## config.mk

```make
export PLATFORM = sky130hd
export DESIGN_NAME = rambus2axibus_flat
export DESIGN_NICKNAME = d
export VERILOG_FILES = /design/src/rtl/rambus2axibus_pkg.sv /design/src/rtl/rambus2axibus_if.sv /design/src/rtl/rambus2axibus_rd_skid_fifo.sv /design/src/rtl/rambus2axibus.sv /design/src/flat_wrapper.sv
export SDC_FILE = /design/constraint.sdc
export NUM_CORES = 1
export LEC_CHECK = 0
export ABC_AREA = 1
export CAP_MARGIN = 0
export CORE_UTILIZATION = 47
export DETAILED_ROUTE_END_ITERATION = 16
export MAX_ROUTING_LAYER = met4
export PLACE_DENSITY = 0.79
export SETUP_SLACK_MARGIN = 0.05
export SLEW_MARGIN = 5
export SYNTH_ARGS = -nofsm -noshare
export SYNTH_HDL_FRONTEND = slang
export SYNTH_HIERARCHICAL = 1
export SYNTH_SLANG_ARGS = --single-unit
```

## constraint.sdc

```tcl
create_clock -name I_clk -period 8.28 [get_ports I_clk]
set_input_delay 1.656 -clock I_clk [delete_from_list [all_inputs] [get_ports I_clk]]
set_output_delay 1.656 -clock I_clk [all_outputs]
set_load 0.01 [all_outputs]
```

## src/rtl/rambus2axibus_pkg.sv

```systemverilog
// Shared AXI constants and FSM state encoding for the obuf-to-DDR store path.
package rambus2axibus_pkg;

  localparam logic [1:0]  AXI_BURST_INCR = 2'b01;
  localparam logic [1:0]  AXI_RESP_OKAY  = 2'b00;
  localparam int unsigned AXI4_MAX_BEATS = 256;

  typedef enum logic [2:0] {
    S_IDLE,
    S_AW,
    S_WDATA,
    S_WRESP,
    S_DONE
  } state_t;

  function automatic logic [2:0] axi_size(input int unsigned bytes);
    return 3'($clog2(bytes));
  endfunction

endpackage

```

## src/rtl/rambus2axibus_if.sv

```systemverilog
// Control, obuf RAM read port and AXI4 write-channel signals of the store path.
interface rambus2axibus_if #(
  parameter int C_M_AXI_ID_WIDTH   = 1,
  parameter int C_M_AXI_ADDR_WIDTH = 32,
  parameter int C_M_AXI_DATA_WIDTH = 128,
  parameter int C_RAM_ADDR_WIDTH   = 10,
  parameter int C_RAM_DATA_WIDTH   = 128
);
  logic                            I_ap_start;
  logic                            O_ap_done;
  logic                            O_ap_idle;
  logic                            O_ap_ready;
  logic                            O_err;
  logic [C_M_AXI_ADDR_WIDTH-1:0]   I_base_addr;
  logic [C_RAM_ADDR_WIDTH-1:0]     I_len;
  logic [C_RAM_ADDR_WIDTH-1:0]     O_raddr;
  logic                            O_rd;
  logic [C_RAM_DATA_WIDTH-1:0]     I_rdata;
  logic [C_M_AXI_ID_WIDTH-1:0]     O_maxi_awid;
  logic [C_M_AXI_ADDR_WIDTH-1:0]   O_maxi_awaddr;
  logic [7:0]                      O_maxi_awlen;
  logic [2:0]                      O_maxi_awsize;
  logic [1:0]                      O_maxi_awburst;
  logic                            O_maxi_awvalid;
  logic                            I_maxi_awready;
  logic [C_M_AXI_DATA_WIDTH-1:0]   O_maxi_wdata;
  logic [C_M_AXI_DATA_WIDTH/8-1:0] O_maxi_wstrb;
  logic                            O_maxi_wlast;
  logic                            O_maxi_wvalid;
  logic                            I_maxi_wready;
  logic [1:0]                      I_maxi_bresp;
  logic                            I_maxi_bvalid;
  logic                            O_maxi_bready;

  modport master (
    input  I_ap_start, I_base_addr, I_len, I_rdata,
           I_maxi_awready, I_maxi_wready, I_maxi_bresp, I_maxi_bvalid,
    output O_ap_done, O_ap_idle, O_ap_ready, O_err, O_raddr, O_rd,
           O_maxi_awid, O_maxi_awaddr, O_maxi_awlen, O_maxi_awsize,
           O_maxi_awburst, O_maxi_awvalid, O_maxi_wdata, O_maxi_wstrb,
           O_maxi_wlast, O_maxi_wvalid, O_maxi_bready
  );

  modport slave (
    output I_ap_start, I_base_addr, I_len, I_rdata,
           I_maxi_awready, I_maxi_wready, I_maxi_bresp, I_maxi_bvalid,
    input  O_ap_done, O_ap_idle, O_ap_ready, O_err, O_raddr, O_rd,
           O_maxi_awid, O_maxi_awaddr, O_maxi_awlen, O_maxi_awsize,
           O_maxi_awburst, O_maxi_awvalid, O_maxi_wdata, O_maxi_wstrb,
           O_maxi_wlast, O_maxi_wvalid, O_maxi_bready
  );
endinterface

```

## src/rtl/rambus2axibus_rd_skid_fifo.sv

```systemverilog
// Two-entry synchronous FIFO holding RAM read data plus its last-beat flag.
module rambus2axibus_rd_skid_fifo #(
  parameter int W = 129
) (
  input  logic         clk,
  input  logic         rst,
  input  logic         push,
  input  logic         pop,
  input  logic [W-1:0] din,
  output logic [W-1:0] dout,
  output logic         empty,
  output logic [1:0]   count
);
  logic [W-1:0] mem [2];
  logic         wp;
  logic         rp;

  always_ff @(posedge clk) begin
    if (push) mem[wp] <= din;
  end

  always_ff @(posedge clk) begin
    if (rst) begin
      wp    <= 1'b0;
      rp    <= 1'b0;
      count <= '0;
    end else begin
      if (push) wp <= ~wp;
      if (pop)  rp <= ~rp;
      count <= count + {1'b0, push} - {1'b0, pop};
    end
  end

  assign dout  = mem[rp];
  assign empty = (count == 2'd0);

endmodule

```

## src/rtl/rambus2axibus.sv

```systemverilog
// Store path: streams I_len words from obuf RAM to DDR as one AXI4 INCR write burst.
module rambus2axibus
  import rambus2axibus_pkg::*;
#(
  parameter int C_M_AXI_ID_WIDTH   = 1,
  parameter int C_M_AXI_ADDR_WIDTH = 32,
  parameter int C_M_AXI_DATA_WIDTH = 128,
  parameter int C_RAM_ADDR_WIDTH   = 10,
  parameter int C_RAM_DATA_WIDTH   = 128
) (
  input logic            I_clk,
  input logic            I_rst,
  rambus2axibus_if.master bus
);
  localparam int AW  = C_M_AXI_ADDR_WIDTH;
  localparam int DW  = C_M_AXI_DATA_WIDTH;
  localparam int RAW = C_RAM_ADDR_WIDTH;
  localparam int RDW = C_RAM_DATA_WIDTH;
  localparam logic [RAW:0] MAX_LEN = (RAW+1)'(AXI4_MAX_BEATS);
  localparam logic [RAW:0] ONE     = (RAW+1)'(1);

  state_t         state, state_nx;
  logic [AW-1:0]  base_q;
  logic [RAW-1:0] len_q;
  logic [RAW:0]   len_m1;
  logic [RAW:0]   rcnt;
  logic           err_q;
  logic           rd_q, rd_last_q;
  logic           rd_en, rd_last, pop, start_ok, len_bad, len_zero;
  logic           fifo_empty;
  logic [1:0]     fifo_count;
  logic [2:0]     occ;
  logic [RDW:0]   fifo_dout;
  logic           awvalid, wvalid, bready, done, idle;

  assign start_ok = (state == S_IDLE) && bus.I_ap_start;
  assign len_bad  = {1'b0, bus.I_len} > MAX_LEN;
  assign len_zero = (bus.I_len == '0);
  assign len_m1   = {1'b0, len_q} - ONE;
  assign rd_last  = (rcnt == len_m1);
  assign pop      = (state == S_WDATA) && !fifo_empty && bus.I_maxi_wready;

  // Reads in flight plus queued words never exceed the two FIFO slots; a pop
  // in the same cycle frees one, which sustains one beat per clock.
  assign occ   = {1'b0, fifo_count} + {2'b0, rd_q};
  assign rd_en = ((state == S_AW) || (state == S_WDATA)) &&
                 (rcnt < {1'b0, len_q}) &&
                 ((occ - {2'b0, pop}) < 3'd2);

  always_ff @(posedge I_clk) begin
    if (I_rst) state <= S_IDLE;
    else       state <= state_nx;
  end

  always_comb begin
    state_nx = state;
    awvalid  = 1'b0;
    wvalid   = 1'b0;
    bready   = 1'b0;
    done     = 1'b0;
    idle     = 1'b0;
    unique case (state)
      S_IDLE: begin
        idle = 1'b1;
        if (bus.I_ap_start) state_nx = (len_zero || len_bad) ? S_DONE : S_AW;
      end
      S_AW: begin
        awvalid = 1'b1;
        if (bus.I_maxi_awready) state_nx = S_WDATA;
      end
      S_WDATA: begin
        wvalid = !fifo_empty;
        if (pop && fifo_dout[RDW]) state_nx = S_WRESP;
      end
      S_WRESP: begin
        bready = 1'b1;
        if (bus.I_maxi_bvalid) state_nx = S_DONE;
      end
      S_DONE: begin
        done     = 1'b1;
        state_nx = S_IDLE;
      end
      default: state_nx = S_IDLE;
    endcase
  end

  always_ff @(posedge I_clk) begin
    if (I_rst) begin
      base_q    <= '0;
      len_q     <= '0;
      rcnt      <= '0;
      err_q     <= 1'b0;
      rd_q      <= 1'b0;
      rd_last_q <= 1'b0;
    end else begin
      rd_q      <= rd_en;
      rd_last_q <= rd_en && rd_last;
      if (start_ok) begin
        base_q <= bus.I_base_addr;
        len_q  <= bus.I_len;
        rcnt   <= '0;
        err_q  <= len_bad;
      end else begin
        if (rd_en) rcnt <= rcnt + ONE;
        if ((state == S_WRESP) && bus.I_maxi_bvalid && (bus.I_maxi_bresp != AXI_RESP_OKAY))
          err_q <= 1'b1;
      end
    end
  end

  rambus2axibus_rd_skid_fifo #(
    .W(RDW + 1)
  ) U01_rd_skid_fifo (
    .clk  (I_clk),
    .rst  (I_rst),
    .push (rd_q),
    .pop  (pop),
    .din  ({rd_last_q, bus.I_rdata}),
    .dout (fifo_dout),
    .empty(fifo_empty),
    .count(fifo_count)
  );

  assign bus.O_ap_done      = done;
  assign bus.O_ap_ready     = done;
  assign bus.O_ap_idle      = idle;
  assign bus.O_err          = err_q;
  assign bus.O_raddr        = rcnt[RAW-1:0];
  assign bus.O_rd           = rd_en;
  assign bus.O_maxi_awid    = {C_M_AXI_ID_WIDTH{1'b0}};
  assign bus.O_maxi_awaddr  = base_q;
  assign bus.O_maxi_awlen   = len_m1[7:0];
  assign bus.O_maxi_awsize  = axi_size(DW / 8);
  assign bus.O_maxi_awburst = AXI_BURST_INCR;
  assign bus.O_maxi_awvalid = awvalid;
  assign bus.O_maxi_wdata   = fifo_dout[RDW-1:0];
  assign bus.O_maxi_wstrb   = {(DW/8){1'b1}};
  assign bus.O_maxi_wlast   = wvalid && fifo_dout[RDW];
  assign bus.O_maxi_wvalid  = wvalid;
  assign bus.O_maxi_bready  = bready;

endmodule

```

## src/flat_wrapper.sv

```systemverilog
// flat-port wrapper written by rule: the top's interface ports become plain ports
module rambus2axibus_flat import rambus2axibus_pkg::*;
#(
  parameter int C_M_AXI_ID_WIDTH   = 1,
  parameter int C_M_AXI_ADDR_WIDTH = 32,
  parameter int C_M_AXI_DATA_WIDTH = 128,
  parameter int C_RAM_ADDR_WIDTH   = 10,
  parameter int C_RAM_DATA_WIDTH   = 128
)
  (I_clk, I_rst, bus_I_ap_start, bus_I_base_addr, bus_I_len, bus_I_rdata, bus_I_maxi_awready, bus_I_maxi_wready, bus_I_maxi_bresp, bus_I_maxi_bvalid, bus_O_ap_done, bus_O_ap_idle, bus_O_ap_ready, bus_O_err, bus_O_raddr, bus_O_rd, bus_O_maxi_awid, bus_O_maxi_awaddr, bus_O_maxi_awlen, bus_O_maxi_awsize, bus_O_maxi_awburst, bus_O_maxi_awvalid, bus_O_maxi_wdata, bus_O_maxi_wstrb, bus_O_maxi_wlast, bus_O_maxi_wvalid, bus_O_maxi_bready);
  rambus2axibus_if #(.C_M_AXI_ID_WIDTH(C_M_AXI_ID_WIDTH), .C_M_AXI_ADDR_WIDTH(C_M_AXI_ADDR_WIDTH), .C_M_AXI_DATA_WIDTH(C_M_AXI_DATA_WIDTH), .C_RAM_ADDR_WIDTH(C_RAM_ADDR_WIDTH), .C_RAM_DATA_WIDTH(C_RAM_DATA_WIDTH)) bus_i ();
  input logic I_clk;
  input logic I_rst;
  input wire logic [$bits(bus_i.I_ap_start)-1:0] bus_I_ap_start;
  input wire logic [$bits(bus_i.I_base_addr)-1:0] bus_I_base_addr;
  input wire logic [$bits(bus_i.I_len)-1:0] bus_I_len;
  input wire logic [$bits(bus_i.I_rdata)-1:0] bus_I_rdata;
  input wire logic [$bits(bus_i.I_maxi_awready)-1:0] bus_I_maxi_awready;
  input wire logic [$bits(bus_i.I_maxi_wready)-1:0] bus_I_maxi_wready;
  input wire logic [$bits(bus_i.I_maxi_bresp)-1:0] bus_I_maxi_bresp;
  input wire logic [$bits(bus_i.I_maxi_bvalid)-1:0] bus_I_maxi_bvalid;
  output wire logic [$bits(bus_i.O_ap_done)-1:0] bus_O_ap_done;
  output wire logic [$bits(bus_i.O_ap_idle)-1:0] bus_O_ap_idle;
  output wire logic [$bits(bus_i.O_ap_ready)-1:0] bus_O_ap_ready;
  output wire logic [$bits(bus_i.O_err)-1:0] bus_O_err;
  output wire logic [$bits(bus_i.O_raddr)-1:0] bus_O_raddr;
  output wire logic [$bits(bus_i.O_rd)-1:0] bus_O_rd;
  output wire logic [$bits(bus_i.O_maxi_awid)-1:0] bus_O_maxi_awid;
  output wire logic [$bits(bus_i.O_maxi_awaddr)-1:0] bus_O_maxi_awaddr;
  output wire logic [$bits(bus_i.O_maxi_awlen)-1:0] bus_O_maxi_awlen;
  output wire logic [$bits(bus_i.O_maxi_awsize)-1:0] bus_O_maxi_awsize;
  output wire logic [$bits(bus_i.O_maxi_awburst)-1:0] bus_O_maxi_awburst;
  output wire logic [$bits(bus_i.O_maxi_awvalid)-1:0] bus_O_maxi_awvalid;
  output wire logic [$bits(bus_i.O_maxi_wdata)-1:0] bus_O_maxi_wdata;
  output wire logic [$bits(bus_i.O_maxi_wstrb)-1:0] bus_O_maxi_wstrb;
  output wire logic [$bits(bus_i.O_maxi_wlast)-1:0] bus_O_maxi_wlast;
  output wire logic [$bits(bus_i.O_maxi_wvalid)-1:0] bus_O_maxi_wvalid;
  output wire logic [$bits(bus_i.O_maxi_bready)-1:0] bus_O_maxi_bready;
  assign bus_i.I_ap_start = bus_I_ap_start;
  assign bus_i.I_base_addr = bus_I_base_addr;
  assign bus_i.I_len = bus_I_len;
  assign bus_i.I_rdata = bus_I_rdata;
  assign bus_i.I_maxi_awready = bus_I_maxi_awready;
  assign bus_i.I_maxi_wready = bus_I_maxi_wready;
  assign bus_i.I_maxi_bresp = bus_I_maxi_bresp;
  assign bus_i.I_maxi_bvalid = bus_I_maxi_bvalid;
  assign bus_O_ap_done = bus_i.O_ap_done;
  assign bus_O_ap_idle = bus_i.O_ap_idle;
  assign bus_O_ap_ready = bus_i.O_ap_ready;
  assign bus_O_err = bus_i.O_err;
  assign bus_O_raddr = bus_i.O_raddr;
  assign bus_O_rd = bus_i.O_rd;
  assign bus_O_maxi_awid = bus_i.O_maxi_awid;
  assign bus_O_maxi_awaddr = bus_i.O_maxi_awaddr;
  assign bus_O_maxi_awlen = bus_i.O_maxi_awlen;
  assign bus_O_maxi_awsize = bus_i.O_maxi_awsize;
  assign bus_O_maxi_awburst = bus_i.O_maxi_awburst;
  assign bus_O_maxi_awvalid = bus_i.O_maxi_awvalid;
  assign bus_O_maxi_wdata = bus_i.O_maxi_wdata;
  assign bus_O_maxi_wstrb = bus_i.O_maxi_wstrb;
  assign bus_O_maxi_wlast = bus_i.O_maxi_wlast;
  assign bus_O_maxi_wvalid = bus_i.O_maxi_wvalid;
  assign bus_O_maxi_bready = bus_i.O_maxi_bready;
  rambus2axibus #(.C_M_AXI_ID_WIDTH(C_M_AXI_ID_WIDTH), .C_M_AXI_ADDR_WIDTH(C_M_AXI_ADDR_WIDTH), .C_M_AXI_DATA_WIDTH(C_M_AXI_DATA_WIDTH), .C_RAM_ADDR_WIDTH(C_RAM_ADDR_WIDTH), .C_RAM_DATA_WIDTH(C_RAM_DATA_WIDTH)) u_core (.I_clk(I_clk), .I_rst(I_rst), .bus(bus_i));
endmodule
```

==> flow_summary_export.csv, run 1 <==
group,metric,value,unit
worst_setup_path,crit_type,"in2out",
yosys,yosysUniqueCellTypes,36,
cts,h-tree-depth,2,
die,dieArea,0.0282,mm2
yosys,yosysSeqAreaShare,69.9,%
cts,hold_buffers,0,
placed_design,place_inst,1589,
cts,post_cts_buffers,0,
placed_design,gp_congestion,0.883,
detailed_routing,drtIter0Drc,511,
sta,fmax,160,MHz
sta,skew,0.00993,ns
worst_hold_path,hp-class,"reg2reg",
sta,period_share,75.3,%
placed_design,dpl_cell_area,0.0166,mm2
global_routing,grt_max_degree,71,
flow_run,cap_violations,0,
global_routing,grt_pass1_vias,8379,
cts,cts_buffers,35,
worst_setup_path,worst-path-buf-inv,3,
die,die-height,168,um
run_status,status,"finished clean",
cells_and_area,final_cell_area,0.0177,mm2
sta,setup_tns,0,ns
yosys,synth-edff-count,258,
power,vdd_drop_max,0.000245,V
worst_setup_path,crit_slowest_cell,"clkdlybuf4s50_1",
global_routing,grt.overflow.total,0,
die,row_count,60,
cts,numClockSinks,322,
sta,tightest_slew,0.973,ns
worst_setup_path,max_stage_delay,0.60,ns
die,initial_core_util,48.0,%
detailed_routing,drc,0,
sta,drv_slew,0,
worst_setup_path,cp_max_fo,12,
worst_setup_path,start_kind,"primary input",
die,core,0.0270,mm2
yosys,synthArstFlopShare,0,%
sta,period_minus_slack,6.24,ns
cts,clk_latency,0.49,ns
power,p_per_area,222,mW/mm2
detailed_routing,vias_per_cell,5.04,
detailed_routing,wirelength,29800,um
die,die_w,168,um
power,p_total,0.00394,W
worst_setup_path,cp.required,6.62,ns
sta,finalHoldViolations,0,
detailed_routing,drt_pass1_iterations,5,
global_routing,grt_pass1_wl,44700,um
placed_design,hpwl,20600,um
detailed_routing,routedWlPerCell,18.0,um
cts,cts_resized,0,
worst_setup_path,cp-end-kind,"primary output",
sta,relSlewSlack,35.1,%
sta,fin_hold_ws,0.435,ns
sta,setup_violations,0,
yosys,synth-seq-cells,322,
yosys,netlist_instances,923,
global_routing,antenna_found_initial,4,
worst_setup_path,critPathTopFamily,"buffers and inverters",
cells_and_area,final_layout_size_suffix_gt1_share,15.3,%
power,leakage,6.25,nW
cells_and_area,area_growth,37.2,%
global_routing,grtUsageTotal,21.3,%
cts,tritoncts,"built",
sta,rsz0062_at_grt,"no",
worst_setup_path,critPathArrivalTime,4.58,ns
placed_design,portBuffers,364,
worst_setup_path,reg2reg_slack,5.42,ns
cells_and_area,instances_no_fill,1655,
yosys,synth-main-ff-cell,"edfxtp_1",
cells_and_area,nets,1478,
yosys,syn_area_per_cell,14.0,um2
cts,clock_path_buffers,3,
cts,clk_pin_slew,0.05,ns
cts,cts_root_buf,"clkbuf_16",
die,io_pins,387,
yosys,yosysWarnings,6,
yosys,netlist_area,0.0129,mm2
worst_setup_path,crit_chain,"clkdlybuf4s50_1, nand2_1, nor2_1, o21ai_1, fa_1, nand2_1, nor2_1, nand3_1, nor2_1, nand2_1, inv_2, clkdlybuf4s50_1",
detailed_routing,ant_nets,0,
detailed_routing,vias,8333,
registers in the layout, indices dropped and copies added (netlist names), named ones only:
name,count
u_core/bus.O_err,1
u_core/U01_rd_skid_fifo/mem,258
u_core/bus.O_maxi_awaddr,32
u_core/rd_q,1
u_core/state,3
u_core/rd_last_q,1
u_core/U01_rd_skid_fifo/count,2
u_core/U01_rd_skid_fifo/wp,1
u_core/rcnt,11
u_core/len_q,10
u_core/U01_rd_skid_fifo/rp,1
worst reg2reg max path, cell delays in order, from the launching register on:
cell and delay, ns:
dfxtp_1 0.40, inv_2 0.06, nor2_2 0.08, nand2_2 0.08
nor2_1 0.13, nand2_1 0.10, nor2_1 0.18, o21ai_1 0.12
fa_1 0.49, nand2_1 0.05, nor2_1 0.08, nand3_1 0.07
nor2_1 0.09, nand2_1 0.30, inv_2 0.31, o21ai_1 0.10
a21oi_1 0.13
cell families (layout without fill, tap and decap cells):
group	after synthesis	after routing	share of synthesized area, %
DFF	322	322	69.9
and+or+nand+nor	248	248	8.03
muxes	129	129	11.2
buffers and inverters	116	483	5.37
AOI/OAI and AO/OA	81	81	3.19
adders and majority gates	15	15	1.51
xor gates and xnor gates	10	10	0.736
other	2	26	0.0581
placed cells by master (no fill, tap or decap), types with 2 or more instances in the layout:
cell type        Yosys  final
clkdlybuf4s50_1      0    364
edfxtp_1           258    258
nand2_1            151    151
mux2_2             129    129
dfxtp_1             64     63
a21oi_1             60     60
inv_1               45     44
nor2_1              43     42
clkbuf_16            0     38
nand3_1             27     27
conb_1               2     22
ha_1                14     14
o21ai_0             13     13
clkinv_1             1     10
nor3_1              10     10
clkbuf_1            10      7
xor2_1               7      7
clkinv_2             1      6
buf_4               33      6
o21ai_1              5      5
diode_2              0      4
inv_2                4      4
nor2_2               4      4
nand4_1              3      3
nor2_4               1      2
xnor2_1              2      2
nand2_2              2      2
nand3_2              2      2
nor4_1               2      2
stage by stage:
step                      setup WS [ns]  utilization [%]
final                              2.04             65.8
after global routing               1.85             65.8
after CTS                          2.02             65.8
after detailed placement           2.03             61.7
after global placement             2.10             61.7
after floorplan                    1.84                -
power by group:
| group | switching (W) | internal (W) |
|---|---|---|
| combinational | 0.000308 | 0.000298 |
| sequential | 0.0000368 | 0.00184 |
| clock | 0.000586 | 0.000873 |
path summary, 6_finish.rpt:
check	startpoint	endpoint	cells past startpoint
worst max register to register	u_core/state[1]	u_core/rcnt[8]	16
worst min register to register	u_core/rd_last_q	u_core/U01_rd_skid_fifo/mem[1][128]	0
worst min-delay path	u_core/rd_last_q	u_core/U01_rd_skid_fifo/mem[1][128]	0
worst max-delay path	bus_I_maxi_wready	bus_O_rd	12
final cells by class:
type / instances / area, um2
flip-flops and latches: 322 / 9030
fillers: 1953 / 9220
diodes: 4 / 10.0
repair buffers: 370 / 3690
well taps: 341 / 427
clock buffers: 46 / 991
inverters: 51 / 195
multi-input cells: 505 / 3280
clock inverters: 16 / 105
cells in the mapped netlist (2+ instances only):
library cell,number,area (um2)
edfxtp_1,258,7750
nand2_1,151,567
mux2_2,129,1450
dfxtp_1,64,1280
a21oi_1,60,300
inv_1,45,169
nor2_1,43,161
buf_4,33,248
nand3_1,27,135
buf_6,17,191
ha_1,14,175
o21ai_0,13,65.1
clkbuf_1,10,37.5
nor3_1,10,50.1
xor2_1,7,61.3
buf_2,5,25.0
o21ai_1,5,25.0
inv_2,4,15.0
nor2_2,4,25.0
nand4_1,3,18.8
conb_1,2,7.51
nand2_2,2,12.5
nand3_2,2,20.0
nor4_1,2,12.5
xnor2_1,2,17.5
per-layer routing:
metal	routed length, um	track usage (%)	share of wire, %
met1	12000	24.8	40
met4	688	6.50	2.3
met2	14500	35.5	49
met3	2570	6.30	8.6
met5	0	-	0
Note: power is estimated with default switching activity, not from simulation.
==> inputs of run 2 (changes only) <==
- clock period: 8.28 -> 6.3 ns (I/O delays scaled with it)
==> run 2 against run 1 <==
  * Sequential share of layout area is 0.20 points higher
  * Critical path depth stayed put
  * Flip-flop and latch count stayed put
  * Worst setup slack worse by 1.2 ns
  * Combinational power is 30% higher
  * Clock-buffer cell count is 3 higher
  * Wire length is 0.19% lower
  * Core utilization is 0.26 points lower
  * Sequential power is 31% higher
  * Critical path type unchanged
==> flow_summary_export.csv, run 2 (synthesis results as in run 1) <==
group,metric,value,unit
run_status,status,"finished clean",
worst_hold_path,hp-class,"reg2reg",
worst_setup_path,crit_chain,"clkdlybuf4s50_1, nand2_1, nor2_1, o21ai_1, fa_1, nand2_1, nor2_1, nand3_1, nor2_1, nand2_1, inv_2, clkdlybuf4s50_1",
worst_hold_path,whs_endpoint,"u_core/U01_rd_skid_fifo/mem[0][128]",
worst_setup_path,worstRegToRegCells,16,
placed_design,portBuffers,364,
global_routing,grt_max_degree,76,
global_routing,antenna_found_initial,1,
worst_setup_path,cp-end-kind,"primary output",
die,die-height,168,um
power,p_total,0.00511,W
worst_setup_path,critPathLaunch,"bus_I_maxi_wready",
cells_and_area,final_layout_size_suffix_gt1_share,14.9,%
cells_and_area,final_cell_area,0.0177,mm2
power,switching_share,23.6,%
cts,hold_buffers,0,
sta,drv_slew,0,
sta,rsz0062_at_grt,"no",
placed_design,gp_congestion,0.875,
global_routing,grt_pass1_wl,44700,um
cells_and_area,multiInputGateArea,0.00328,mm2
worst_setup_path,crit_slowest_cell,"clkdlybuf4s50_1",
placed_design,hpwl,20200,um
detailed_routing,routedWlPerCell,18.0,um
cells_and_area,layout_commonest_cell,"clkdlybuf4s50_1",
cells_and_area,largest_reg_flops,258,
cts,clk_pin_slew,0.06,ns
sta,tightest_slew,1.07,ns
worst_setup_path,crit_type,"in2out",
cts,clock_path_buffers,3,
worst_setup_path,rr_endpoint,"u_core/rcnt[9]",
cts,post_cts_buffers,0,
cts,numClockSinks,322,
sta,fmax,185,MHz
power,p_int,0.00390,W
worst_hold_path,hp-start,"u_core/rd_last_q",
detailed_routing,drc,0,
worst_setup_path,critPathTopFamily,"buffers and inverters",
sta,period_minus_slack,5.41,ns
power,p_comb_share,15.4,%
cts,cts_resized,0,
die,initial_core_util,48.0,%
detailed_routing,ant_nets,0,
power,leakage,6.21,nW
sta,setup_violations,0,
die,row_count,60,
worst_setup_path,worst-path-buf-inv,3,
global_routing,grt_pass1_vias,8328,
detailed_routing,wirelength,29700,um
cells_and_area,nets,1476,
worst_setup_path,start_kind,"primary input",
sta,period_share,85.9,%
sta,setup_tns,0,ns
sta,finalHoldViolations,0,
die,dieArea,0.0282,mm2
die,die_w,168,um
power,vdd_drop_max,0.000225,V
die,core,0.0270,mm2
worst_setup_path,reg2reg_slack,3.39,ns
worst_setup_path,critPathArrivalTime,4.15,ns
cells_and_area,area_growth,36.7,%
worst_setup_path,cp.required,5.04,ns
worst_setup_path,max_stage_delay,0.59,ns
die,io_pins,387,
sta,skew,0.0141,ns
cells_and_area,register_area,0.00903,mm2
worst_hold_path,hold_path_depth,0,
cells_and_area,fillers,1982,
detailed_routing,drtIter0Drc,571,
cells_and_area,top_register,"u_core/U01_rd_skid_fifo/mem",
detailed_routing,vias,8221,
sta,relSlewSlack,28.7,%
global_routing,grt.overflow.total,0,
flow_run,cap_violations,0,
power,p_per_area,289,mW/mm2
cts,cts_buffers,34,
placed_design,dpl_cell_area,0.0166,mm2
worst_setup_path,cp_max_fo,12,
cells_and_area,most-common-layout-cells,"clkdlybuf4s50_1, edfxtp_1, nand2_1",
power,seqPwrFrac,48.3,%
power,p_sw,0.00121,W
worst_setup_path,reg2reg_from,"u_core/state[1]",
detailed_routing,drt_pass1_iterations,4,
cts,tritoncts,"built",
detailed_routing,vias_per_cell,4.99,
cts,clk_latency,0.50,ns
cts,cts_root_buf,"clkbuf_16",
power,clkPwrFrac,36.3,%
global_routing,grtUsageTotal,21.3,%
cts,h-tree-depth,2,
## run 2: cell types whose count changed in the layout (fill, tap and decap cells not counted), sizes merged
cell    previous run  this run
clkbuf            46        49
buf                6         5
diode              4         1
clkinv            17        10
inv               49        50
## run 2: worst register-to-register path: cells and delay by family (launching register included)
kind / cells / cell delay, ns
and+or+nand+nor: 10 / 1.18
adders and majority gates: 1 / 0.50
DFF: 1 / 0.40
buffers and inverters: 2 / 0.39
AOI/OAI and AO/OA: 3 / 0.36
## run 2: how the worst max path moves through the flow
stage	slack, ns	cells after the start	endpoint
2_1_floorplan	2.09	2	u_core/U01_rd_skid_fifo/mem[0][0]
3_3_place_gp	0.98	12	bus_O_rd
3_5_place_dp	0.92	12	bus_O_rd
4_1_cts	0.91	12	bus_O_rd
5_1_grt	0.74	12	bus_O_rd
6_report	0.89	12	bus_O_rd
## run 2: layer usage
layer  vias to the layer above  GRT usage (%)  wire [um]
li1                       3949              -          -
met1                      3880           24.4      11700
met2                       339           35.5      14500
met3                        53           6.79       2770
met4                         0           6.58        670
met5                         -              -          0
## run 2: through the flow
stage / worst slack (ns) / hold slack [ns] / instances / utilization (%)
floorplan: 2.09 / 0.404 / 943 / -
global placement: 0.983 / 0.408 / 1588 / 61.7
detailed placement: 0.916 / 0.413 / 1588 / 61.7
CTS: 0.907 / 0.429 / 1647 / 65.5
global route: 0.738 / 0.443 / 1648 / 65.5
finish: 0.890 / 0.427 / 1648 / 65.5
## run 2: final cells by class
class                   count  area share (%)
diodes                      1          0.0142
clock buffers              49            5.43
inverters                  51            1.11
clock inverters            10           0.397
multi-input cells         505            18.6
flip-flops and latches    322            51.1
well taps                 341            2.42
repair buffers            369            20.9
## run 2: power groups by stage
| stage | Sequential, W | Combinational, W | Clock, W |
|---|---|---|---|
| detailed placement | 0.00251 | 0.000784 | 0 |
| floorplan | 0.00252 | 0.000381 | 0 |
| finish | 0.00246 | 0.000788 | 0.00185 |
| CTS | 0.00247 | 0.000791 | 0.00190 |
| global route | 0.00247 | 0.000853 | 0.00199 |
| global placement | 0.00250 | 0.000776 | 0 |
